File: src/rtl/render_frame_controller_if.sv
// Signal bundle between the frame controller and its environment: register-file config,
// control pulses, the observed pixel handshake, and the shadowed/status outputs.
interface render_frame_controller_if #(
  parameter int FCNT_W = 16
);
  logic [10:0]       cfg_cam_pos_x, cfg_cam_pos_y, cfg_cam_pos_z;
  logic [10:0]       cfg_cam_dir_x, cfg_cam_dir_y, cfg_cam_dir_z;
  logic [12:0]       cfg_width, cfg_height;
  logic [31:0]       cfg_distance;
  logic              ctrl_start, ctrl_continuous, ctrl_abort;
  logic              pix_valid, pix_ready, pix_eol, pix_sof;

  logic              rt_resetn;
  logic [10:0]       rt_cam_pos_x, rt_cam_pos_y, rt_cam_pos_z;
  logic [10:0]       rt_cam_dir_x, rt_cam_dir_y, rt_cam_dir_z;
  logic [12:0]       rt_width, rt_height;
  logic [31:0]       rt_distance;
  logic              busy, frame_done;
  logic [FCNT_W-1:0] frame_count;
  logic              err_cfg, err_timeout, err_sof, err_geom;

  modport master (
    output cfg_cam_pos_x, cfg_cam_pos_y, cfg_cam_pos_z,
    output cfg_cam_dir_x, cfg_cam_dir_y, cfg_cam_dir_z,
    output cfg_width, cfg_height, cfg_distance,
    output ctrl_start, ctrl_continuous, ctrl_abort,
    output pix_valid, pix_ready, pix_eol, pix_sof,
    input  rt_resetn,
    input  rt_cam_pos_x, rt_cam_pos_y, rt_cam_pos_z,
    input  rt_cam_dir_x, rt_cam_dir_y, rt_cam_dir_z,
    input  rt_width, rt_height, rt_distance,
    input  busy, frame_done, frame_count,
    input  err_cfg, err_timeout, err_sof, err_geom
  );

  modport slave (
    input  cfg_cam_pos_x, cfg_cam_pos_y, cfg_cam_pos_z,
    input  cfg_cam_dir_x, cfg_cam_dir_y, cfg_cam_dir_z,
    input  cfg_width, cfg_height, cfg_distance,
    input  ctrl_start, ctrl_continuous, ctrl_abort,
    input  pix_valid, pix_ready, pix_eol, pix_sof,
    output rt_resetn,
    output rt_cam_pos_x, rt_cam_pos_y, rt_cam_pos_z,
    output rt_cam_dir_x, rt_cam_dir_y, rt_cam_dir_z,
    output rt_width, rt_height, rt_distance,
    output busy, frame_done, frame_count,
    output err_cfg, err_timeout, err_sof, err_geom
  );
endinterface

File: src/rtl/render_frame_controller.sv
// Frame sequencer for the ray tracer: shadows camera/image config once per frame, holds the
// tracer in reset between frames, and watches the pixel stream for geometry/SOF/stall errors.
module render_frame_controller #(
  parameter int MAX_WIDTH      = 640,
  parameter int MAX_HEIGHT     = 480,
  parameter int TIMEOUT_CYCLES = 1048576,
  parameter int FCNT_W         = 16
) (
  input logic                      aclk,
  input logic                      aresetn,
  render_frame_controller_if.slave bus
);

  localparam int WD_W = $clog2(TIMEOUT_CYCLES + 1);

  typedef enum logic [1:0] {
    ST_IDLE,
    ST_LOAD,
    ST_RUN,
    ST_DONE
  } state_e;

  typedef struct packed {
    logic [10:0] posX;
    logic [10:0] posY;
    logic [10:0] posZ;
    logic [10:0] dirX;
    logic [10:0] dirY;
    logic [10:0] dirZ;
    logic [12:0] width;
    logic [12:0] height;
    logic [31:0] distance;
  } frame_cfg_t;

  state_e            state_q, state_d;
  frame_cfg_t        shadow_q, shadow_d;
  frame_cfg_t        cfgIn;
  logic [12:0]       col_q, col_d;
  logic [12:0]       row_q, row_d;
  logic [WD_W-1:0]   watchdog_q, watchdog_d;
  logic              firstBeat_q, firstBeat_d;
  logic [FCNT_W-1:0] frameCount_q, frameCount_d;
  logic              errCfg_q, errCfg_d;
  logic              errTimeout_q, errTimeout_d;
  logic              errSof_q, errSof_d;
  logic              errGeom_q, errGeom_d;

  logic              beat;
  logic              cfgOk;
  logic              atLastCol;
  logic              atLastRow;
  logic              stallExpired;
  logic [WD_W-1:0]   watchdogInc;
  logic              rtResetn;
  logic              busyOut;
  logic              frameDone;

  assign beat         = bus.pix_valid & bus.pix_ready;
  assign cfgOk        = (bus.cfg_width  != 13'd0) && (bus.cfg_width  <= 13'(MAX_WIDTH)) &&
                        (bus.cfg_height != 13'd0) && (bus.cfg_height <= 13'(MAX_HEIGHT));
  assign atLastCol    = (col_q == shadow_q.width  - 13'd1);
  assign atLastRow    = (row_q == shadow_q.height - 13'd1);
  assign watchdogInc  = watchdog_q + WD_W'(1);
  assign stallExpired = !beat && (watchdogInc == WD_W'(TIMEOUT_CYCLES));

  always_comb begin
    cfgIn.posX     = bus.cfg_cam_pos_x;
    cfgIn.posY     = bus.cfg_cam_pos_y;
    cfgIn.posZ     = bus.cfg_cam_pos_z;
    cfgIn.dirX     = bus.cfg_cam_dir_x;
    cfgIn.dirY     = bus.cfg_cam_dir_y;
    cfgIn.dirZ     = bus.cfg_cam_dir_z;
    cfgIn.width    = bus.cfg_width;
    cfgIn.height   = bus.cfg_height;
    cfgIn.distance = bus.cfg_distance;
  end

  always_ff @(posedge aclk or negedge aresetn) begin
    if (!aresetn) begin
      state_q <= ST_IDLE;
    end else begin
      state_q <= state_d;
    end
  end

  // Abort wins over everything in LOAD/RUN/DONE, including a frame-completing eol beat.
  always_comb begin
    state_d = state_q;
    unique case (state_q)
      ST_IDLE: begin
        if (bus.ctrl_start && cfgOk) begin
          state_d = ST_LOAD;
        end
      end
      ST_LOAD: begin
        state_d = bus.ctrl_abort ? ST_IDLE : ST_RUN;
      end
      ST_RUN: begin
        if (bus.ctrl_abort) begin
          state_d = ST_IDLE;
        end else if (beat && bus.pix_eol && atLastRow) begin
          state_d = ST_DONE;
        end else if (stallExpired) begin
          state_d = ST_IDLE;
        end
      end
      ST_DONE: begin
        state_d = (bus.ctrl_continuous && !bus.ctrl_abort) ? ST_LOAD : ST_IDLE;
      end
      default: state_d = ST_IDLE;
    endcase
  end

  always_comb begin
    rtResetn  = (state_q == ST_RUN);
    busyOut   = (state_q != ST_IDLE);
    frameDone = (state_q == ST_DONE);
  end

  always_comb begin
    shadow_d     = shadow_q;
    col_d        = col_q;
    row_d        = row_q;
    watchdog_d   = watchdog_q;
    firstBeat_d  = firstBeat_q;
    frameCount_d = frameCount_q;
    errCfg_d     = errCfg_q;
    errTimeout_d = errTimeout_q;
    errSof_d     = errSof_q;
    errGeom_d    = errGeom_q;
    unique case (state_q)
      ST_IDLE: begin
        if (bus.ctrl_start) begin
          errCfg_d     = !cfgOk;
          errTimeout_d = 1'b0;
          errSof_d     = 1'b0;
          errGeom_d    = 1'b0;
        end
      end
      ST_LOAD: begin
        shadow_d    = cfgIn;
        col_d       = 13'd0;
        row_d       = 13'd0;
        watchdog_d  = '0;
        firstBeat_d = 1'b1;
      end
      ST_RUN: begin
        if (!bus.ctrl_abort) begin
          if (beat) begin
            watchdog_d  = '0;
            firstBeat_d = 1'b0;
            if (firstBeat_q && !bus.pix_sof) begin
              errSof_d = 1'b1;
            end
            if (bus.pix_eol) begin
              if (!atLastCol) begin
                errGeom_d = 1'b1;
              end
              col_d = 13'd0;
              row_d = row_q + 13'd1;
            end else begin
              if (atLastCol) begin
                errGeom_d = 1'b1;
              end
              if (col_q != 13'h1FFF) begin
                col_d = col_q + 13'd1;
              end
            end
          end else begin
            watchdog_d = watchdogInc;
            if (stallExpired) begin
              errTimeout_d = 1'b1;
            end
          end
        end
      end
      ST_DONE: begin
        frameCount_d = frameCount_q + FCNT_W'(1);
      end
      default: ;
    endcase
  end

  // Reset release is assumed to be synchronised to aclk by the surrounding reset tree.
  always_ff @(posedge aclk or negedge aresetn) begin
    if (!aresetn) begin
      shadow_q     <= '0;
      col_q        <= 13'd0;
      row_q        <= 13'd0;
      watchdog_q   <= '0;
      firstBeat_q  <= 1'b0;
      frameCount_q <= '0;
      errCfg_q     <= 1'b0;
      errTimeout_q <= 1'b0;
      errSof_q     <= 1'b0;
      errGeom_q    <= 1'b0;
    end else begin
      shadow_q     <= shadow_d;
      col_q        <= col_d;
      row_q        <= row_d;
      watchdog_q   <= watchdog_d;
      firstBeat_q  <= firstBeat_d;
      frameCount_q <= frameCount_d;
      errCfg_q     <= errCfg_d;
      errTimeout_q <= errTimeout_d;
      errSof_q     <= errSof_d;
      errGeom_q    <= errGeom_d;
    end
  end

  assign bus.rt_resetn    = rtResetn;
  assign bus.busy         = busyOut;
  assign bus.frame_done   = frameDone;
  assign bus.rt_cam_pos_x = shadow_q.posX;
  assign bus.rt_cam_pos_y = shadow_q.posY;
  assign bus.rt_cam_pos_z = shadow_q.posZ;
  assign bus.rt_cam_dir_x = shadow_q.dirX;
  assign bus.rt_cam_dir_y = shadow_q.dirY;
  assign bus.rt_cam_dir_z = shadow_q.dirZ;
  assign bus.rt_width     = shadow_q.width;
  assign bus.rt_height    = shadow_q.height;
  assign bus.rt_distance  = shadow_q.distance;
  assign bus.frame_count  = frameCount_q;
  assign bus.err_cfg      = errCfg_q;
  assign bus.err_timeout  = errTimeout_q;
  assign bus.err_sof      = errSof_q;
  assign bus.err_geom     = errGeom_q;

endmodule
File: src/flat_wrapper.sv
// flat-port wrapper written by rule: the top's interface ports become plain ports
module render_frame_controller_flat 
#(
  parameter int MAX_WIDTH      = 640,
  parameter int MAX_HEIGHT     = 480,
  parameter int TIMEOUT_CYCLES = 1048576,
  parameter int FCNT_W         = 16
)
  (aclk, aresetn, bus_cfg_cam_pos_x, bus_cfg_cam_pos_y, bus_cfg_cam_pos_z, bus_cfg_cam_dir_x, bus_cfg_cam_dir_y, bus_cfg_cam_dir_z, bus_cfg_width, bus_cfg_height, bus_cfg_distance, bus_ctrl_start, bus_ctrl_continuous, bus_ctrl_abort, bus_pix_valid, bus_pix_ready, bus_pix_eol, bus_pix_sof, bus_rt_resetn, bus_rt_cam_pos_x, bus_rt_cam_pos_y, bus_rt_cam_pos_z, bus_rt_cam_dir_x, bus_rt_cam_dir_y, bus_rt_cam_dir_z, bus_rt_width, bus_rt_height, bus_rt_distance, bus_busy, bus_frame_done, bus_frame_count, bus_err_cfg, bus_err_timeout, bus_err_sof, bus_err_geom);
  render_frame_controller_if #(.FCNT_W(FCNT_W)) bus_i ();
  input logic aclk;
  input logic aresetn;
  input wire logic [$bits(bus_i.cfg_cam_pos_x)-1:0] bus_cfg_cam_pos_x;
  input wire logic [$bits(bus_i.cfg_cam_pos_y)-1:0] bus_cfg_cam_pos_y;
  input wire logic [$bits(bus_i.cfg_cam_pos_z)-1:0] bus_cfg_cam_pos_z;
  input wire logic [$bits(bus_i.cfg_cam_dir_x)-1:0] bus_cfg_cam_dir_x;
  input wire logic [$bits(bus_i.cfg_cam_dir_y)-1:0] bus_cfg_cam_dir_y;
  input wire logic [$bits(bus_i.cfg_cam_dir_z)-1:0] bus_cfg_cam_dir_z;
  input wire logic [$bits(bus_i.cfg_width)-1:0] bus_cfg_width;
  input wire logic [$bits(bus_i.cfg_height)-1:0] bus_cfg_height;
  input wire logic [$bits(bus_i.cfg_distance)-1:0] bus_cfg_distance;
  input wire logic [$bits(bus_i.ctrl_start)-1:0] bus_ctrl_start;
  input wire logic [$bits(bus_i.ctrl_continuous)-1:0] bus_ctrl_continuous;
  input wire logic [$bits(bus_i.ctrl_abort)-1:0] bus_ctrl_abort;
  input wire logic [$bits(bus_i.pix_valid)-1:0] bus_pix_valid;
  input wire logic [$bits(bus_i.pix_ready)-1:0] bus_pix_ready;
  input wire logic [$bits(bus_i.pix_eol)-1:0] bus_pix_eol;
  input wire logic [$bits(bus_i.pix_sof)-1:0] bus_pix_sof;
  output wire logic [$bits(bus_i.rt_resetn)-1:0] bus_rt_resetn;
  output wire logic [$bits(bus_i.rt_cam_pos_x)-1:0] bus_rt_cam_pos_x;
  output wire logic [$bits(bus_i.rt_cam_pos_y)-1:0] bus_rt_cam_pos_y;
  output wire logic [$bits(bus_i.rt_cam_pos_z)-1:0] bus_rt_cam_pos_z;
  output wire logic [$bits(bus_i.rt_cam_dir_x)-1:0] bus_rt_cam_dir_x;
  output wire logic [$bits(bus_i.rt_cam_dir_y)-1:0] bus_rt_cam_dir_y;
  output wire logic [$bits(bus_i.rt_cam_dir_z)-1:0] bus_rt_cam_dir_z;
  output wire logic [$bits(bus_i.rt_width)-1:0] bus_rt_width;
  output wire logic [$bits(bus_i.rt_height)-1:0] bus_rt_height;
  output wire logic [$bits(bus_i.rt_distance)-1:0] bus_rt_distance;
  output wire logic [$bits(bus_i.busy)-1:0] bus_busy;
  output wire logic [$bits(bus_i.frame_done)-1:0] bus_frame_done;
  output wire logic [$bits(bus_i.frame_count)-1:0] bus_frame_count;
  output wire logic [$bits(bus_i.err_cfg)-1:0] bus_err_cfg;
  output wire logic [$bits(bus_i.err_timeout)-1:0] bus_err_timeout;
  output wire logic [$bits(bus_i.err_sof)-1:0] bus_err_sof;
  output wire logic [$bits(bus_i.err_geom)-1:0] bus_err_geom;
  assign bus_i.cfg_cam_pos_x = bus_cfg_cam_pos_x;
  assign bus_i.cfg_cam_pos_y = bus_cfg_cam_pos_y;
  assign bus_i.cfg_cam_pos_z = bus_cfg_cam_pos_z;
  assign bus_i.cfg_cam_dir_x = bus_cfg_cam_dir_x;
  assign bus_i.cfg_cam_dir_y = bus_cfg_cam_dir_y;
  assign bus_i.cfg_cam_dir_z = bus_cfg_cam_dir_z;
  assign bus_i.cfg_width = bus_cfg_width;
  assign bus_i.cfg_height = bus_cfg_height;
  assign bus_i.cfg_distance = bus_cfg_distance;
  assign bus_i.ctrl_start = bus_ctrl_start;
  assign bus_i.ctrl_continuous = bus_ctrl_continuous;
  assign bus_i.ctrl_abort = bus_ctrl_abort;
  assign bus_i.pix_valid = bus_pix_valid;
  assign bus_i.pix_ready = bus_pix_ready;
  assign bus_i.pix_eol = bus_pix_eol;
  assign bus_i.pix_sof = bus_pix_sof;
  assign bus_rt_resetn = bus_i.rt_resetn;
  assign bus_rt_cam_pos_x = bus_i.rt_cam_pos_x;
  assign bus_rt_cam_pos_y = bus_i.rt_cam_pos_y;
  assign bus_rt_cam_pos_z = bus_i.rt_cam_pos_z;
  assign bus_rt_cam_dir_x = bus_i.rt_cam_dir_x;
  assign bus_rt_cam_dir_y = bus_i.rt_cam_dir_y;
  assign bus_rt_cam_dir_z = bus_i.rt_cam_dir_z;
  assign bus_rt_width = bus_i.rt_width;
  assign bus_rt_height = bus_i.rt_height;
  assign bus_rt_distance = bus_i.rt_distance;
  assign bus_busy = bus_i.busy;
  assign bus_frame_done = bus_i.frame_done;
  assign bus_frame_count = bus_i.frame_count;
  assign bus_err_cfg = bus_i.err_cfg;
  assign bus_err_timeout = bus_i.err_timeout;
  assign bus_err_sof = bus_i.err_sof;
  assign bus_err_geom = bus_i.err_geom;
  render_frame_controller #(.MAX_WIDTH(MAX_WIDTH), .MAX_HEIGHT(MAX_HEIGHT), .TIMEOUT_CYCLES(TIMEOUT_CYCLES), .FCNT_W(FCNT_W)) u_core (.aclk(aclk), .aresetn(aresetn), .bus(bus_i));
endmodule
File: config.mk
export PLATFORM = sky130hd
export DESIGN_NAME = render_frame_controller_flat
export DESIGN_NICKNAME = d
export VERILOG_FILES = /design/src/rtl/render_frame_controller_if.sv /design/src/rtl/render_frame_controller.sv /design/src/flat_wrapper.sv
export SDC_FILE = /design/constraint.sdc
export NUM_CORES = 1
export LEC_CHECK = 0
export ABC_CLOCK_PERIOD_IN_PS = 3700
export BUFFER_PORTS_ARGS = -buffer_cell sky130_fd_sc_hd__buf_4
export CORE_UTILIZATION = 45
export DETAILED_ROUTE_END_ITERATION = 8
export PLACE_DENSITY = 0.71
export SLEW_MARGIN = 5
export SYNTH_ARGS = -nofsm -noshare
export SYNTH_HDL_FRONTEND = slang
export SYNTH_SLANG_ARGS = --single-unit
File: constraint.sdc
create_clock -name aclk -period 3.7 [get_ports aclk]
set_input_delay 0.37 -clock aclk [delete_from_list [all_inputs] [get_ports aclk]]
set_output_delay 0.37 -clock aclk [all_outputs]
set_load 0.02 [all_outputs]
==> results of run 1 <==
kinds of logic after synthesis:
kind of cell,synth area share
adders and majority gates,0.008190
xor gates and xnor gates,0.06115
DFF,0.5296
muxes,0.01010
buffers and inverters,0.02580
and+or+nand+nor,0.2821
AOI/OAI and AO/OA,0.08299
cell usage in the layout (no fill, tap or decap), types with 5 or more instances in the layout:
cell type	instances
a31oi_1	7
ha_1	6
nor2_1	52
nand2_1	404
and3_1	16
o21ai_0	45
nand3_1	31
o41ai_1	5
dfrtp_1	194
nor3_1	20
nor4_1	8
buf_4	284
a21oi_1	16
xor2_1	27
mux2i_1	7
nand4_1	21
xnor2_1	37
clkbuf_16	17
a21o_1	6
inv_1	15
o31ai_1	11
and4_1	5
or3_1	10
power groups by stage:
stage                     combinational (mW)  clock [mW]  sequential [mW]
after global routing                    1.04        2.10             2.50
after global placement                 0.954           0             2.50
after detailed placement               0.967           0             2.50
final                                  0.953        1.98             2.47
after floorplan                        0.241           0             2.69
after CTS                              0.966        2.03             2.47
path summary, 6_finish.rpt:
path                                                     endpoint  slack, ns  cells after the start
hold reg to reg             u_core.bus.rt_distance[1]$_DFFE_PN0P_       0.47                      2
hold / removal                        u_core.col_q[7]$_DFFE_PN0P_      -0.02                      1
setup / recovery                  u_core.bus.err_geom$_DFFE_PN0P_       0.73                      8
setup reg to reg                  u_core.bus.err_geom$_DFFE_PN0P_       0.73                      8
max in group asynchronous          u_core.bus.err_cfg$_DFFE_PN0P_       2.70                      2
min in group aclk          u_core.bus.rt_distance[26]$_DFFE_PN0P_       0.11                      3
routing by layer:
layer / vias up / wire length (µm) / GRT usage
li1: 4020 / - / -
met1: 3816 / 10760 / 0.3132
met2: 273 / 12150 / 0.4087
met3: 28 / 2114 / 0.07173
met4: 0 / 419 / 0.07922
met5: - / 0 / 0
per-stage QoR:
stage	worst slack [ns]	hold WS (ns)
2_1_floorplan	1.053	0.07441
3_3_place_gp	0.9424	0.4597
3_5_place_dp	0.8112	0.4631
6_report	0.7251	-0.01573
4_1_cts	0.7766	0.03120
5_1_grt	0.4907	0.05611
worst register-to-register path: cells and delay by family, from the launching register on:
kind / cells / cell delay, ns
AO/OA/AOI/OAI: 2 / 0.28
adder cells (fa/ha/maj): 1 / 0.24
buffers and inverters: 1 / 0.10
flip-flops: 1 / 0.44
AND/OR/NAND/NOR: 4 / 1.84
final cells by class:
| type | count | area, µm² |
|---|---|---|
| clock inverter | 14 | 196.4 |
| fill | 1691 | 7577 |
| sequential | 194 | 4855 |
| clock buffer | 17 | 425.4 |
| tap | 265 | 331.6 |
| multi-input combinational | 795 | 4090 |
| timing repair buffer | 287 | 2186 |
| inverter | 15 | 56.30 |
sequential cells by signal, summed over array words and instances, names as in the netlist, 13 cells and up:
register,cells
u_core.bus.frame_count,16
u_core.bus.rt_distance,32
u_core.bus.rt_height,13
u_core.bus.rt_width,13
u_core.col_q,13
u_core.row_q,13
u_core.watchdog_q,21
==> flow_summary.toml, run 1 <==
[critical_path]
worstPathCellList = "inv_1, ha_1, nor3b_1, and3_1, o2111ai_1, or4b_1, or4_1, a31oi_1"
cp.arrival_ns = 3.33
cp.required_ns = 4.05
critPathCaptureType = "register"
cp-start-kind = "register"
worst-path-buf-inv = 1
startpoint = "u_core.bus.rt_width[0]$_DFFE_PN0P_"
crit_path_top_delay_cell = "nor3b_1"
crit_fanout = 6
cpPeakStageDelay_ns = 0.64
rr_startpoint = "u_core.bus.rt_width[0]$_DFFE_PN0P_"
criticalPathCategory = "register to register"
path_delay_family = "simple AND/OR/NAND/NOR gates"

[cells_and_area]
antenna_cells = 0
design_area_mm2 = 0.01214
final_core_util = 0.6157
syn_to_final_growth_pct = 32.45
final_nets = 1449
drive_gt1_frac = 0.2474
instances_no_fill = 1587

[logic_synthesis]
synth_edf_count = 0
synthFlopType = "dfrtp_1"
synth-seq-area-share = 0.5296
yosys-top-cells-count = "nand2_1 (404), dfrtp_1 (194), nor2_1 (52), clkbuf_1 (48), o21ai_0 (45)"
netlist.area_leader.share = 0.5296
syn_avg_cell_area_um2 = 8.713
yosysMostFrequentCell = "nand2_1"
ys_top_cells_by_area = "dfrtp_1 (53%), nand2_1 (17%), xnor2_1 (3.5%)"
synthesis.area_mm2 = 0.009166
yosysTopAreaCell = "dfrtp_1"
ys_types = 54
yosys_warnings = 0
synth_cells = 1052
synth_seq_cells = 194
synth.net_count = 1191
async_flop_share = 1.000

[floorplanning]
pin_count = 280
die-area_mm2 = 0.02094
die_w_um = 144.7
start_util = 0.4649
core_area_mm2 = 0.01972
num_rows = 51
chipHeight_um = 144.7

[timing]
clock_skew_ns = 0.01117
tns_ns = 0
hold_slack_ns = -0.01573
drv_slew = 0
tightest_slew_ns = 1.077
maxSlewHeadroom = 0.2822
rsz0062_at_grt = "no"
finalHoldViolCount = 8
setup_viol = 0
period_minus_slack_ns = 2.975
fmax_ghz = 0.3361
timing.final.crit_share = 0.8040

[routing]
vias = 8137
drc = 0
ant_nets = 0
vias_per_cell = 5.127
initialDrtViolationCount = 398
wire_per_inst_um = 16.03
wirelength_um = 25440
first_pass_iters = 5

[placed_design]
placed_area_mm2 = 0.01152
placed_cells = 1556
portBuffers = 279
routabilityCongestion = 0.8858
hpwlAfterDp_um = 18000

[pwr]
combinationalPowerShare = 0.176
p_int_mw = 3.825
powerDensity_mw_per_mm2 = 445.0
power_switching_mw = 1.577
seq_power_share = 0.457
switching_share = 0.2920
p_clk_frac = 0.366
p_leak_nw = 5.828
ir_drop_uv = 319.2
p_total_mw = 5.402

[clock_tree]
root_buffer = "clkbuf_16"
cts_sinks = 194
post_cts.repair.setup_buffers = 0
clkTransAtPathRegs_ns = 0.08
cts_tree = "yes"
htreeDepth = 4
cts_made_buffers = 17
clk_path_buf_depth = 2
hold_buffers = 0
worstSkewPairLatency_ns = 0.44
cts_resized = 0

[hold_path]
holdCritPathClass = "input port to asynchronous set/reset pin"

[global_route]
antenna_found_initial = 0
overflow = 0
grt_pass1_vias = 7742
grt_usage = 0.2479
grt_pass1_wl_um = 40140
grt_max_degree = 98

[flow_run]
max_cap_violations = 0

[status]
violations = "hold timing"
outcome = "finished with violations"
Note: power is estimated with default switching activity, not from simulation.
==> run 2: changes to the inputs <==
--- a/config.mk
+++ b/config.mk
@@ -5,11 +5,12 @@
 export SDC_FILE = /design/constraint.sdc
 export NUM_CORES = 1
 export LEC_CHECK = 0
-export ABC_CLOCK_PERIOD_IN_PS = 3700
+export ABC_AREA = 1
+export ABC_CLOCK_PERIOD_IN_PS = 2500
 export BUFFER_PORTS_ARGS = -buffer_cell sky130_fd_sc_hd__buf_4
 export CORE_UTILIZATION = 45
 export DETAILED_ROUTE_END_ITERATION = 8
-export PLACE_DENSITY = 0.71
+export PLACE_DENSITY = 0.74
 export SLEW_MARGIN = 5
 export SYNTH_ARGS = -nofsm -noshare
 export SYNTH_HDL_FRONTEND = slang
==> constraint.sdc (replaced) <==
create_clock -name aclk -period 2.5 [get_ports aclk]
set_input_delay 0.25 -clock aclk [delete_from_list [all_inputs] [get_ports aclk]]
set_output_delay 0.25 -clock aclk [all_outputs]
set_load 0.02 [all_outputs]
==> flow_summary.toml, run 2 <==
[status]
outcome = "finished clean"

[routing]
ant_nets = 0
first_pass_iters = 5
initialDrtViolationCount = 544
drc = 0
vias = 9672
wirelength_um = 30480
vias_per_cell = 4.978
wire_per_inst_um = 15.68

[clock_tree]
cts_tree = "yes"
root_buffer = "clkbuf_16"
cts_sinks = 194
cts_made_buffers = 17
cts_resized = 0
clk_path_buf_depth = 2
clkTransAtPathRegs_ns = 0.08
htreeDepth = 4
worstSkewPairLatency_ns = 0.45

[global_route]
grt_pass1_wl_um = 48690
grt_pass1_vias = 9612
overflow = 0
antenna_found_initial = 1
grt_max_degree = 144
grt_usage = 0.2838

[timing]
rsz0062_at_grt = "no"
finalHoldViolCount = 0
maxSlewHeadroom = 0.5583
fmax_ghz = 0.4567
clock_skew_ns = 0.01904
tightest_slew_ns = 0.6626
period_minus_slack_ns = 2.189
drv_slew = 0
layout_setup_ws_ns = 0.3105
hold_slack_ns = 0.01537
setup_viol = 0
timing.final.crit_share = 0.8758
tns_ns = 0

[floorplanning]
die_w_um = 148.7
chipHeight_um = 148.7
num_rows = 53
start_util = 0.4590
pin_count = 280
die-area_mm2 = 0.02210
core_area_mm2 = 0.02109

[critical_path]
cp.required_ns = 2.87
cp-start-kind = "register"
crit_path_top_delay_cell = "dfrtp_1"
cpPeakStageDelay_ns = 0.45
crit_fanout = 5
reg2reg_depth = 14
r2r_setup_slack_ns = 0.31
cpMostUsedCell = "nand2_1"
criticalPathCategory = "register to register"
rr_startpoint = "u_core.bus.rt_height[0]$_DFFE_PN0P_"
worstPathCellList = "inv_1, ha_1, nand2_1, nor2_1, nand2_1, nand2_1, nand2_1, inv_1, nand2_1, nor2_1, nand3_1, o21ai_0, nand2_1, nand2_1"
critPathCaptureType = "register"
cp.arrival_ns = 2.56
crit-reg2reg-capture = "u_core.state_q[1]$_DFFE_PN0P_"

[hold_path]
min_path_cells = 3
holdCritPathClass = "input port to register"
worstHoldEndpoint = "u_core.bus.rt_distance[4]$_DFFE_PN0P_"
hold_path_startpoint = "bus_cfg_distance[4]"

[logic_synthesis]
synth_edf_count = 0
ys_types = 34
synthFlopType = "dfrtp_1"
yosys-top-cells-count = "nand2_1 (552), dfrtp_1 (194), inv_1 (145), nor2_1 (105), nand3_1 (77)"
syn_avg_cell_area_um2 = 7.451
async_flop_share = 1.000
synth_cells = 1299
synth_seq_cells = 194
yosysMostFrequentCell = "nand2_1"
ys_top_cells_by_area = "dfrtp_1 (50%), nand2_1 (21%), inv_1 (5.6%)"
yosysTopAreaCell = "dfrtp_1"
synthesis.area_mm2 = 0.009679
netlist.area_leader.share = 0.5016
synth.net_count = 1438
yosys_warnings = 0
synth-seq-area-share = 0.5016

[cells_and_area]
final_nets = 1793
mostFrequentLayoutCells = "nand2_1 (551), buf_4 (283), dfrtp_1 (194), inv_1 (144), nor2_1 (105)"
layout_commonest_cell = "nand2_1"
syn_to_final_growth_pct = 40.01
drive_gt1_frac = 0.2052
largest_reg_flops = 32
design_area_mm2 = 0.01355
num-fill-cells = 1757
instances_no_fill = 1943
final_core_util = 0.6426

[placed_design]
hpwlAfterDp_um = 21320
placed_cells = 1828
placed_area_mm2 = 0.01212
routabilityCongestion = 0.8698
dp_slack_ns = 0.3276
portBuffers = 279

[pwr]
ir_drop_uv = 771.6
powerDensity_mw_per_mm2 = 1103
p_leak_nw = 7.197
p_total_mw = 14.95

[flow_run]
max_cap_violations = 0
[run 2: how the worst max path moves through the flow]
stage | slack, ns | to | from
after floorplan | 0.64 | u_core.bus.err_geom$_DFFE_PN0P_ | u_core.bus.rt_width[0]$_DFFE_PN0P_
after global routing | 0.04 | u_core.state_q[1]$_DFFE_PN0P_ | u_core.bus.rt_height[0]$_DFFE_PN0P_
after global placement | 0.37 | u_core.state_q[1]$_DFFE_PN0P_ | u_core.bus.rt_height[0]$_DFFE_PN0P_
after detailed placement | 0.33 | u_core.state_q[1]$_DFFE_PN0P_ | u_core.bus.rt_height[0]$_DFFE_PN0P_
after CTS | 0.31 | u_core.state_q[1]$_DFFE_PN0P_ | u_core.bus.rt_height[0]$_DFFE_PN0P_
final | 0.31 | u_core.state_q[1]$_DFFE_PN0P_ | u_core.bus.rt_height[0]$_DFFE_PN0P_
[run 2: what timing repair did]
action,CTS,global route
hold endpoints to repair,150,0
hold buffers,82,0
setup buffers,0,0
[run 2: cell families after synthesis]
| family | share of synthesized area |
|---|---|
| AOI/OAI and AO/OA | 0.05287 |
| xor gates and xnor gates | 0.03348 |
| adders and majority gates | 0.007756 |
| buffers and inverters | 0.07161 |
| DFF | 0.5016 |
| and+or+nand+nor | 0.3327 |
[run 2: layout make-up]
| type | count | area [µm²] | share of cell area |
|---|---|---|---|
| multi-input combinational | 922 | 4139 | 0.3054 |
| timing repair buffer | 370 | 3039 | 0.2243 |
| antenna | 1 | 2.502 | 0.0001847 |
| tap | 275 | 344.1 | 0.02539 |
| sequential | 194 | 4855 | 0.3582 |
| inverter | 149 | 560.5 | 0.04136 |
| clock buffer | 18 | 429.2 | 0.03167 |
| clock inverter | 14 | 182.7 | 0.01348 |
[run 2: where the power goes]
part | switching, mW | internal, mW | leakage (nW)
combinational | 4.36 | 2.63 | 4.41
clock | 1.44 | 1.37 | 0.295
sequential | 0.933 | 4.21 | 2.49
[run 2: per-layer routing]
| metal | vias up | wire (µm) | GRT usage |
|---|---|---|---|
| met3 | 75 | 2625 | 0.08681 |
| met1 | 4499 | 12180 | 0.3427 |
| met2 | 373 | 14360 | 0.4638 |
| met4 | 0 | 1307 | 0.1309 |
| met5 | - | 0 | 0 |
| li1 | 4725 | - | - |
[run 2: worst max-delay path, delay by kind of cell (launching register included)]
| family | cells | cell delay (ns) |
|---|---|---|
| simple gates | 10 | 1.01 |
| flops | 1 | 0.45 |
| fa+ha+maj | 1 | 0.25 |
| compound gates | 1 | 0.24 |
| buf+inv | 2 | 0.18 |
==> run 3: changes to the inputs <==
--- a/config.mk
+++ b/config.mk
@@ -6,11 +6,10 @@
 export NUM_CORES = 1
 export LEC_CHECK = 0
 export ABC_AREA = 1
-export ABC_CLOCK_PERIOD_IN_PS = 2500
 export BUFFER_PORTS_ARGS = -buffer_cell sky130_fd_sc_hd__buf_4
 export CORE_UTILIZATION = 45
 export DETAILED_ROUTE_END_ITERATION = 8
-export PLACE_DENSITY = 0.74
+export PLACE_DENSITY = 0.71
 export SLEW_MARGIN = 5
 export SYNTH_ARGS = -nofsm -noshare
 export SYNTH_HDL_FRONTEND = slang
==> constraint.sdc (replaced) <==
create_clock -name aclk -period 2.05 [get_ports aclk]
set_input_delay 0.205 -clock aclk [delete_from_list [all_inputs] [get_ports aclk]]
set_output_delay 0.205 -clock aclk [all_outputs]
set_load 0.02 [all_outputs]
==> flow_summary.toml, run 3 (synthesis gave the netlist of run 2 again) <==
[flow_run]
max_cap_violations = 0

[pwr]
power_switching_mw = 8.330
switching_share = 0.4448
powerDensity_mw_per_mm2 = 1324
p_total_mw = 18.73
p_clk_frac = 0.183
p_leak_nw = 7.448
ir_drop_uv = 907.7
combinationalPowerShare = 0.484
seq_power_share = 0.333
p_int_mw = 10.40

[timing]
rsz0062_at_grt = "yes"
layout_setup_ws_ns = 0.06966
maxSlewHeadroom = 0.5609
finalHoldViolCount = 0
setup_viol = 0
tightest_slew_ns = 0.6586
clock_skew_ns = 0.01547
fmax_ghz = 0.5050
period_minus_slack_ns = 1.980
drv_slew = 0
timing.final.crit_share = 0.9660

[critical_path]
cp-start-kind = "register"
critPathCaptureType = "register"
cp.required_ns = 2.41
crit_path_top_delay_cell = "dfrtp_1"
cp.arrival_ns = 2.34
worst-path-buf-inv = 2
crit_fanout = 5
path_delay_family = "simple AND/OR/NAND/NOR gates"
cpPeakStageDelay_ns = 0.39
criticalPathCategory = "register to register"
worstPathCellList = "ha_2, nand2_2, nor2_4, nand2_2, inv_2, nand2_1, nand2_1, nand2_2, nor2_1, nand2_1, nor2_2, buf_4, nand4_1, a21oi_1"

[placed_design]
dp_slack_ns = -0.02303
portBuffers = 279
placed_cells = 1840
placed_area_mm2 = 0.01224
hpwlAfterDp_um = 21040
routabilityCongestion = 0.8932

[routing]
vias = 9979
wire_per_inst_um = 15.79
vias_per_cell = 5.005
first_pass_iters = 7
drc = 0
ant_nets = 0
initialDrtViolationCount = 623
wirelength_um = 31490

[cells_and_area]
num-fill-cells = 1661
syn_to_final_growth_pct = 46.17
layout_commonest_cell = "nand2_1"
design_area_mm2 = 0.01415
final_nets = 1844
instances_no_fill = 1994
drive_gt1_frac = 0.2353
largest_reg_flops = 32
mostFrequentLayoutCells = "nand2_1 (545), buf_4 (306), dfrtp_1 (194), inv_1 (139), dlygate4sd3_1 (107)"

[global_route]
antenna_found_initial = 6
grt_pass1_vias = 9730
overflow = 0
grt_pass1_wl_um = 49110
grt_usage = 0.2882
grt_max_degree = 144

[floorplanning]
pin_count = 280
num_rows = 53
core_area_mm2 = 0.02109
die_w_um = 148.7
chipHeight_um = 148.7
start_util = 0.4590
die-area_mm2 = 0.02210

[clock_tree]
worstSkewPairLatency_ns = 0.45
clkTransAtPathRegs_ns = 0.07
cts_tree = "yes"
root_buffer = "clkbuf_16"
htreeDepth = 4
clk_path_buf_depth = 2
cts_made_buffers = 17
cts_sinks = 194

[hold_path]
holdCritPathClass = "input port to register"

[status]
outcome = "finished clean"
-- run 3: repair_timing --
action / in CTS / in global routing
cloned: 0 / 0
pin swaps: 0 / 22
hold endpoints to repair: 157 / 1
endpoints found under the setup margin: 2 / 20
hold buffers: 106 / 1
gates resized for setup: 1 / 40
setup buffers: 0 / 14
-- run 3: power by group through the flow --
stage | registers (mW) | logic (mW) | clock network, mW
floorplan | 7.55 | 3.39 | 0
global placement | 6.20 | 8.36 | 0
detailed placement | 6.20 | 8.51 | 0
CTS | 6.19 | 8.67 | 3.46
global route | 6.40 | 9.80 | 3.61
finish | 6.24 | 9.06 | 3.42
-- run 3: metal layers --
| metal | wire, µm | track usage | vias to the layer above | share of wire |
|---|---|---|---|---|
| met1 | 12610 | 0.3443 | 4672 | 0.40 |
| met2 | 14900 | 0.4638 | 365 | 0.47 |
| met5 | 61 | 0 | - | 0.0019 |
| met4 | 1595 | 0.1552 | 8 | 0.051 |
| li1 | - | - | 4832 | - |
| met3 | 2318 | 0.08957 | 102 | 0.074 |
-- run 3: path summary, 6_finish.rpt --
| check | from | endpoint | slack (ns) | depth (start not counted) |
|---|---|---|---|---|
| hold reg to reg | u_core.bus.rt_distance[18]$_DFFE_PN0P_ | u_core.bus.rt_distance[18]$_DFFE_PN0P_ | 0.48 | 2 |
| min in group asynchronous | aresetn | u_core.watchdog_q[15]$_DFFE_PN0P_ | 0.30 | 2 |
| max in group asynchronous | aresetn | u_core.bus.rt_width[10]$_DFFE_PN0P_ | 1.10 | 3 |
| setup reg to reg | u_core.watchdog_q[1]$_DFFE_PN0P_ | u_core.bus.err_timeout$_DFFE_PN0P_ | 0.07 | 14 |
| hold / removal | bus_pix_sof | u_core.bus.err_sof$_DFFE_PN0P_ | 0.03 | 4 |
| setup / recovery | u_core.watchdog_q[1]$_DFFE_PN0P_ | u_core.bus.err_timeout$_DFFE_PN0P_ | 0.07 | 14 |
-- run 3: layout make-up --
type / count / area [µm²] / share of cell area
antenna: 2 / 5.005 / 0.0003537
clock buffer: 17 / 425.4 / 0.03007
clock inverter: 14 / 168.9 / 0.01194
inverter: 149 / 560.5 / 0.03962
multi-input combinational: 922 / 4268 / 0.3016
sequential: 194 / 4855 / 0.3431
tap: 275 / 344.1 / 0.02432
timing repair buffer: 421 / 3522 / 0.2489
-- run 3: worst reg2reg max path, stage by stage, from the launching register on --
cell and delay (ns):
dfrtp_1 0.39, ha_2 0.22, nand2_2 0.09, nor2_4 0.21, nand2_2 0.10, inv_2 0.08, nand2_1 0.05, nand2_1 0.08
nand2_2 0.06, nor2_1 0.10, nand2_1 0.07, nor2_2 0.13, buf_4 0.11, nand4_1 0.08, a21oi_1 0.14
-- run 3: per-stage QoR --
| step | util | setup TNS, ns | hold WS [ns] |
|---|---|---|---|
| finish | 0.6709 | 0 | 0.02934 |
| global route | 0.6709 | -0.4446 | 0.01508 |
| CTS | 0.6593 | 0 | 0.001161 |
| detailed placement | 0.5806 | -0.03181 | 0.2239 |
| global placement | 0.5806 | 0 | 0.2166 |
| floorplan | - | 0 | -0.09059 |
